`config.mk`:
```
export PLATFORM = sky130hd
export DESIGN_NAME = i2c_eeprom_responder
export DESIGN_NICKNAME = d
export VERILOG_FILES = /design/src/rtl/i2c_eeprom_responder.sv
export SDC_FILE = /design/constraint.sdc
export NUM_CORES = 2
export LEC_CHECK = 0
export CAP_MARGIN = 10
export CORE_MARGIN = 3
export CORE_UTILIZATION = 35
export DETAILED_ROUTE_END_ITERATION = 6
export PLACE_DENSITY_LB_ADDON = 0.05
export SLEW_MARGIN = 30
export SYNTH_ARGS = -nofsm -noshare
export SYNTH_HDL_FRONTEND = slang
export SYNTH_SLANG_ARGS = --single-unit
```
`constraint.sdc`:
```
create_clock -name clk -period 6.82 [get_ports clk]
set_input_delay 1.023 -clock clk [delete_from_list [all_inputs] [get_ports clk]]
set_output_delay 1.023 -clock clk [all_outputs]
set_load 0.005 [all_outputs]
```
`src/rtl/i2c_eeprom_responder.sv`:
```
// I2C target emulating a 256 x 8 serial EEPROM: byte/sequential writes, current-address,
// random and sequential reads. SCL/SDA are oversampled on clk; SDA is driven open-drain.
`timescale 1ns/1ps
module i2c_eeprom_responder #(
  parameter logic [6:0] DEV_ADDR = 7'h50
) (
  input  logic       clk,
  input  logic       rst_n,
  input  logic       scl,
  input  logic       sda_in,
  output logic       sda_oe,
  output logic       busy,
  output logic       wr_valid,
  output logic [7:0] wr_addr,
  output logic [7:0] wr_data
);

  typedef enum logic [3:0] {
    StIdle, StDevAddr, StDevAck, StWordAddr, StWordAck,
    StWrData, StWrAck, StRdData, StRdAck, StIgnore
  } state_e;

  state_e      state_q, state_d;
  logic [1:0]  scl_sync_q, sda_sync_q;
  logic        scl_q, sda_q;
  logic        scl_s, sda_s;
  logic        scl_rise, scl_fall, start_det, stop_det;
  logic [3:0]  cnt_q, cnt_d;
  logic [7:0]  shift_q, shift_d, shift_in;
  logic [7:0]  ptr_q, ptr_d;
  logic        sda_oe_q, sda_oe_d;
  logic        busy_q, busy_d;
  logic        wr_valid_q, wr_valid_d;
  logic [7:0]  wr_addr_q, wr_addr_d, wr_data_q, wr_data_d;
  logic        mem_we;
  logic [7:0]  rd_byte;
  logic [7:0]  mem [256];

  // Synchronizers reset to the idle-bus level so reset release never looks like START.
  always_ff @(posedge clk or negedge rst_n) begin
    if (!rst_n) begin
      scl_sync_q <= 2'b11;
      sda_sync_q <= 2'b11;
      scl_q      <= 1'b1;
      sda_q      <= 1'b1;
    end else begin
      scl_sync_q <= {scl_sync_q[0], scl};
      sda_sync_q <= {sda_sync_q[0], sda_in};
      scl_q      <= scl_sync_q[1];
      sda_q      <= sda_sync_q[1];
    end
  end

  assign scl_s     = scl_sync_q[1];
  assign sda_s     = sda_sync_q[1];
  assign scl_rise  = scl_s & ~scl_q;
  assign scl_fall  = ~scl_s & scl_q;
  assign start_det = scl_s & scl_q & sda_q & ~sda_s;
  assign stop_det  = scl_s & scl_q & ~sda_q & sda_s;
  assign shift_in  = {shift_q[6:0], sda_s};
  assign rd_byte   = mem[ptr_q];

  always_comb begin
    state_d    = state_q;
    cnt_d      = cnt_q;
    shift_d    = shift_q;
    ptr_d      = ptr_q;
    sda_oe_d   = sda_oe_q;
    busy_d     = busy_q;
    wr_valid_d = 1'b0;
    wr_addr_d  = wr_addr_q;
    wr_data_d  = wr_data_q;
    mem_we     = 1'b0;

    if (start_det) begin
      state_d  = StDevAddr;
      cnt_d    = 4'd0;
      sda_oe_d = 1'b0;
    end else if (stop_det) begin
      state_d  = StIdle;
      sda_oe_d = 1'b0;
      busy_d   = 1'b0;
    end else begin
      case (state_q)
        StIdle, StIgnore: begin
          sda_oe_d = 1'b0;
          busy_d   = 1'b0;
        end
        StDevAddr, StWordAddr, StWrData: begin
          if (scl_rise) begin
            shift_d = shift_in;
            cnt_d   = cnt_q + 4'd1;
            if (cnt_q == 4'd7) begin
              cnt_d = 4'd0;
              if (state_q == StDevAddr) begin
                if (shift_in[7:1] == DEV_ADDR) begin
                  state_d = StDevAck;
                  busy_d  = 1'b1;
                end else begin
                  state_d = StIgnore;
                  busy_d  = 1'b0;
                end
              end else if (state_q == StWordAddr) begin
                ptr_d   = shift_in;
                state_d = StWordAck;
              end else begin
                state_d = StWrAck;
              end
            end
          end
        end
        // In ACK states sda_oe is low on entry, so it doubles as the first/second fall marker.
        StDevAck: begin
          if (scl_fall) begin
            if (!sda_oe_q) begin
              sda_oe_d = 1'b1;
            end else if (shift_q[0]) begin
              shift_d  = rd_byte;
              ptr_d    = ptr_q + 8'd1;
              sda_oe_d = ~rd_byte[7];
              cnt_d    = 4'd0;
              state_d  = StRdData;
            end else begin
              sda_oe_d = 1'b0;
              state_d  = StWordAddr;
            end
          end
        end
        StWordAck: begin
          if (scl_fall) begin
            sda_oe_d = ~sda_oe_q;
            if (sda_oe_q) state_d = StWrData;
          end
        end
        StWrAck: begin
          if (scl_fall) begin
            if (!sda_oe_q) begin
              sda_oe_d   = 1'b1;
              mem_we     = 1'b1;
              wr_valid_d = 1'b1;
              wr_addr_d  = ptr_q;
              wr_data_d  = shift_q;
              ptr_d      = ptr_q + 8'd1;
            end else begin
              sda_oe_d = 1'b0;
              state_d  = StWrData;
            end
          end
        end
        StRdData: begin
          if (scl_rise) begin
            shift_d = {shift_q[6:0], 1'b0};
            cnt_d   = cnt_q + 4'd1;
          end else if (scl_fall) begin
            if (cnt_q == 4'd8) begin
              sda_oe_d = 1'b0;
              cnt_d    = 4'd0;
              state_d  = StRdAck;
            end else begin
              sda_oe_d = ~shift_q[7];
            end
          end
        end
        StRdAck: begin
          sda_oe_d = 1'b0;
          if (scl_rise) begin
            if (!sda_s) begin
              shift_d = rd_byte;
              ptr_d   = ptr_q + 8'd1;
              cnt_d   = 4'd0;
              state_d = StRdData;
            end else begin
              state_d = StIgnore;
              busy_d  = 1'b0;
            end
          end
        end
        default: begin
          state_d  = StIdle;
          sda_oe_d = 1'b0;
          busy_d   = 1'b0;
        end
      endcase
    end
  end

  always_ff @(posedge clk or negedge rst_n) begin
    if (!rst_n) begin
      state_q    <= StIdle;
      cnt_q      <= 4'd0;
      shift_q    <= 8'h00;
      ptr_q      <= 8'h00;
      sda_oe_q   <= 1'b0;
      busy_q     <= 1'b0;
      wr_valid_q <= 1'b0;
      wr_addr_q  <= 8'h00;
      wr_data_q  <= 8'h00;
    end else begin
      state_q    <= state_d;
      cnt_q      <= cnt_d;
      shift_q    <= shift_d;
      ptr_q      <= ptr_d;
      sda_oe_q   <= sda_oe_d;
      busy_q     <= busy_d;
      wr_valid_q <= wr_valid_d;
      wr_addr_q  <= wr_addr_d;
      wr_data_q  <= wr_data_d;
    end
  end

  // Storage is deliberately not reset so contents survive rst_n.
  always_ff @(posedge clk) begin
    if (mem_we) mem[ptr_q] <= shift_q;
  end

  assign sda_oe   = sda_oe_q;
  assign busy     = busy_q;
  assign wr_valid = wr_valid_q;
  assign wr_addr  = wr_addr_q;
  assign wr_data  = wr_data_q;

endmodule

```
Word-level counts from Yosys, hierarchy flattened
Memories as Yosys holds them, arrays and structs flattened.
Index checks and enable logic that the tools add are counted.
{"block": "totals", "n_memories": 1, "register_bits": 49, "input_bits": 4, "elab_cells": 179, "mem_bits_rw": 2048, "output_inout_bits": 19}
{"block": "op_classes", "n_mux": 77, "addsub": 2, "eq_ne": 53, "n_reduce_logical": 16, "n_bitwise": 16}
{"memory": "mem", "depth": 256, "word_bits": 8, "rd": 1, "rd_ports_with_merged_regs": 0, "wr": 1, "line_no": "37", "rtl": "logic [7:0] mem [256];"}
{"cell": "8-bit 2-to-1 mux", "count": 18}
{"cell": "4-bit 2-to-1 mux", "count": 27}
{"cell": "8-bit one-hot mux with 4 select lines", "count": 2}
{"cell": "4-bit != test (second input constant)", "count": 12}
{"cell": "3-bit != test (second input constant)", "count": 13}
{"cell": "2-bit != test (second input constant)", "count": 13}
{"cell": "1-bit 2-to-1 mux", "count": 24}
{"cell": "4-bit one-hot mux with 6 select lines", "count": 1}
{"cell": "4-bit by 3-bit equality test with 1-bit output (second input constant)", "count": 5}
{"cell": "10-bit AND reduction", "count": 2}
{"cell": "4-bit one-hot mux with 4 select lines", "count": 1}
{"cell": "14-bit AND reduction", "count": 1}
{"cell": "4-bit equality test (second input constant)", "count": 3}
{"cell": "11-bit AND reduction", "count": 1}
{"cell": "1-bit inverter", "count": 9}
{"cell": "9-bit AND reduction", "count": 1}
{"cell": "8-bit by 1-bit adder with 8-bit output (second input constant)", "count": 1}
{"cell": "4-bit by 2-bit equality test with 1-bit output (second input constant)", "count": 2}
{"cell": "4-bit by 1-bit != test with 1-bit output (second input constant)", "count": 2}
{"cell": "4-bit nonzero test", "count": 2}
{"cell": "1-bit AND", "count": 7}
{"cell": "7-bit equality test (second input constant)", "count": 1}
{"cell": "7-bit AND reduction", "count": 1}
{"cell": "6-bit AND reduction", "count": 1}
{"cell": "other kinds (13)", "count": 14}

Depth between registers and ports, before layout
{"block": "depth", "depth_word": 8, "mapped_depth": 14, "depth_no_buf": 10}

Worst setup path after synthesis
OpenSTA, ideal clock, no wires.
{"block": "synth_timing", "path_type": "register to register", "from": "register shift_q[0]", "to": "register cnt_q[2]", "t_arrival_ns": 4.615, "setup_slack_ns": 2.084, "path_buffers": 0, "setup_time_ns": 0.121, "synth_period_minus_slack_ns": 4.736, "stages_incl_launch_ff": 7, "required_time_ns": 6.699, "cell_sequence": "dfrtp_1 nand2_1 nand2_1 nand3_1 o32ai_1 o21ai_0 a22o_1"}
{"block": "synth_via", "elab_chain_cells": 2}
{"item": "start: declaration", "line_no": "29", "rtl": "logic [7:0] shift_q, shift_d, shift_in;"}
{"item": "start signal: assignment", "line_no": "201", "rtl": "shift_q <= shift_d;"}
{"item": "3-bit != test (no line)"}
{"item": "10-bit AND reduction (no line)"}
{"item": "end signal: assignment", "line_no": "200", "rtl": "cnt_q <= cnt_d;"}
{"item": "end: declaration", "line_no": "28", "rtl": "logic [3:0] cnt_q, cnt_d;"}
No other way between the ends.
A chain may end at the register's enable or synchronous reset.

Worst setup path after layout
{"block": "layout_timing", "from": "register ptr_q[0]", "to": "register shift_q[1]"}
{"block": "layout_via", "elab_chain_cells": 5, "word_cells_on_any_way": 7, "cone_classes": "mux: 6; memory: 1"}
{"item": "start: declaration", "line_no": "30", "rtl": "logic [7:0] ptr_q, ptr_d;"}
{"item": "start signal: assignment", "line_no": "202", "rtl": "ptr_q <= ptr_d;"}
{"item": "memory 256 x 8 bit (*)"}
{"item": "8-bit 2-to-1 mux", "line_no": "117", "rtl": "end else if (shift_q[0]) begin"}
{"item": "8-bit 2-to-1 mux", "line_no": "115", "rtl": "if (!sda_oe_q) begin"}
{"item": "8-bit 2-to-1 mux", "line_no": "114", "rtl": "if (scl_fall) begin"}
{"item": "8-bit one-hot mux with 4 select lines (*)", "line_no": "84", "rtl": "case (state_q)"}
Every way passes the cells marked *; elsewhere a longest branch is shown, timed or not. The select of a mux whose other input is x is not followed.

==> flow_metrics.env <==
export IMPL_clock_sinks=2097
export IMPL_die_h_um=490
export IMPL_place_congestion=0.824
export IMPL_r2r_end="shift_q[1]$_DFFE_PN0P_"
export IMPL_antenna_found_initial=8
export IMPL_dp_hpwl_um=155000
export IMPL_fin_ws_ps=2330
export IMPL_final_nets=4017
export IMPL_io_pins=23
export IMPL_end_kind="flop"
export IMPL_synth_most_common_cell="edfxtp_1"
export IMPL_grt_use_total_pct=21.2
export IMPL_power_per_cell_area_mw_per_mm2=436
export IMPL_start_util_pct=35.4
export IMPL_cts_tree="yes"
export IMPL_synth_edf_count=2048
export IMPL_grt_setup_unrepaired="false"
export IMPL_worst_pin_slew_ps=1070
export IMPL_period_needed_ps=4490
export IMPL_drtPass1Iterations=5
export IMPL_wl_um=254000
export IMPL_r2r_setup_slack_ps=2330
export IMPL_drv_cap=0
export IMPL_start_kind="flop"
export IMPL_slew_viol_final=0
export IMPL_ctsHoldBuffers=0
export IMPL_synth_top_cells_by_count="2048 x edfxtp_1, 543 x mux4_2, 311 x nor2_1"
export IMPL_required_ps=7550
export IMPL_hold_violations=0
export IMPL_fp_coreArea_mm2=0.231
export IMPL_grt_max_degree=198
export IMPL_portBuffers=22
export IMPL_ant_nets=0
export IMPL_clock_latency_ps=860
export IMPL_rows=176
export IMPL_drive_gt1_share_pct=27.4
export IMPL_fin_crit_sh_pct=65.9
export IMPL_syn_area_mm2=0.0818
export IMPL_cts_root_buffer="clkbuf_16"
export IMPL_fill_cells=20400
export IMPL_clock_skew_ps=47.5
export IMPL_hp_class="in2async"
export IMPL_seq_area_frac_synth_pct=76.7
export IMPL_synth_seq_cells=2097
export IMPL_die_w_um=490
export IMPL_yosys_area_top_type="edfxtp_1"
export IMPL_syn_avg_cell_area_um2=21.2
export IMPL_finalSetupViolCount=0
export IMPL_async_reset_ff_share_pct=2.34
export IMPL_synth_top_cell_area_share_pct=75.1
export IMPL_postCtsSetupBuffers=0
export IMPL_ir_drop_uv=312
export IMPL_status="finished, final reports clean"
export IMPL_area_growth_synth_to_final_pct=14.9
export IMPL_grt_pass1_wl_um=352000
export IMPL_slew_headroom_pct=28.6
export IMPL_path_clk_slew_ps=60
export IMPL_reg2reg_depth=9
export IMPL_critPathKind="reg2reg"
export IMPL_synth_area_leaders="edfxtp_1 75%, mux4_2 15%, nor2_1 1.4%"
export IMPL_synth_flop_cell="edfxtp_1"
export IMPL_clockBufferDepth=3
export IMPL_rr_startpoint="ptr_q[0]$_DFFE_PN0P_"
export IMPL_tns_ps=0
export IMPL_worstPathArrival_ps=5220
export IMPL_htreeDepth=4
export IMPL_p_leak_uw=0.0286
export IMPL_cts_resized_gates=0
export IMPL_dieArea_mm2=0.240
export IMPL_syn_inst=3860
export IMPL_critical_path_max_fanout=34
export IMPL_synthesis_nets=3873
export IMPL_fin_util_pct=40.7
export IMPL_synth_distinct_cells=64
export IMPL_fmax_ghz=0.222
export IMPL_viasPerCell=5.60
export IMPL_cts_made_buffers=227
export IMPL_yosys_warnings=0
export IMPL_drc=0
export IMPL_dpl_worst_slack_ps=2330
export IMPL_first_iter_violations=4461
export IMPL_vias=40500
export IMPL_grt_pass1_vias=40900
export IMPL_grt_ovfl_total=0
export IMPL_drt_wirelength_per_cell_um=35.2
export IMPL_startpoint="ptr_q[0]$_DFFE_PN0P_"
-- logic make-up (layout without fill, tap and decap cells) --
family          after synthesis  after routing  share of synthesized area [%]
compound gates              328            328                           2.77
simple gates                526            526                           2.75
flops                      2097           2097                           76.7
fa+ha+maj                     9              9                          0.138
other cells                   0              2                              0
xor+xnor                      2              2                         0.0214
mux                         639            639                           16.1
buf+inv                     259            595                           1.52
-- worst max-delay path: stages, from the launching register on --
cell and delay (ps):
dfrtp_4 1060, buf_4 580, mux4_2 580, a22o_1 240
a221oi_1 630, o22ai_1 330, nor3_1 280, o22ai_1 130
nor4_1 390, nor2_1 90
-- layout make-up --
type / instances / area [um2] / area share (%)
antenna: 2 / 5.00 / 0.00532
inverter: 22 / 87.6 / 0.0932
multi-input combinational: 1504 / 18200 / 19.4
sequential: 2097 / 62800 / 66.8
tap: 3026 / 3790 / 4.03
clock buffer: 284 / 6050 / 6.44
clock inverter: 137 / 1560 / 1.66
timing repair buffer: 152 / 1520 / 1.61
-- metrics by stage --
stage / hold WS, ps / instance area, um2 / cells / total power [uW]
2_1_floorplan: 345 / 81800 / 3860 / 23400
3_3_place_gp: 373 / 86000 / 6794 / 28700
3_5_place_dp: 360 / 86200 / 6797 / 28800
4_1_cts: 234 / 93800 / 7218 / 41400
5_1_grt: 303 / 94000 / 7223 / 42400
6_report: 301 / 94000 / 7224 / 41000
-- worst max path at each step --
stage,endpoint,slack (ps)
after floorplan,cnt_q[2]$_DFFE_PN0P_,2080
after global placement,shift_q[5]$_DFFE_PN0P_,2060
after detailed placement,shift_q[1]$_DFFE_PN0P_,2330
after CTS,shift_q[1]$_DFFE_PN0P_,2310
after global routing,shift_q[1]$_DFFE_PN0P_,2160
final,shift_q[1]$_DFFE_PN0P_,2330
-- power breakdown --
part,switching (uW),internal (uW),total [uW]
clock network,5140,7470,12600
logic,7930,4020,12000
registers,568,15900,16500
-- placed cells by master (no fill, tap or decap), types with 21 or more instances in the layout --
cell type	count
nand3_1	32
clkinv_2	35
mux4_2	543
nand2_1	79
o21ai_0	25
clkdlybuf4s50_1	21
clkinv_1	51
buf_4	103
mux2i_1	75
bufinv_16	32
mux2_2	21
dfrtp_1	29
clkbuf_1	48
o22ai_1	22
nor2_1	232
edfxtp_1	2048
nor3_1	23
a22oi_1	102
clkbuf_16	233
a21oi_1	77
nor2_2	76
-- per-layer routing --
metal	vias to the layer above	part of all wire [%]	track usage (%)
met5	-	0	0
met1	22300	46	31.4
met2	1369	46	32.4
met3	347	5.5	3.47
li1	16500	-	-
met4	0	2.9	5.96
-- registers in the layout, summed over array words and instances, names as in the netlist --
name        flops
wr_valid        1
busy            1
cnt_q           4
sda_q           1
wr_data         8
sda_sync_q      2
state_q         4
scl_q           1
wr_addr         8
sda_oe          1
mem          2048
ptr_q           8
shift_q         8
scl_sync_q      2
Power figures use the tool's default switching activity.
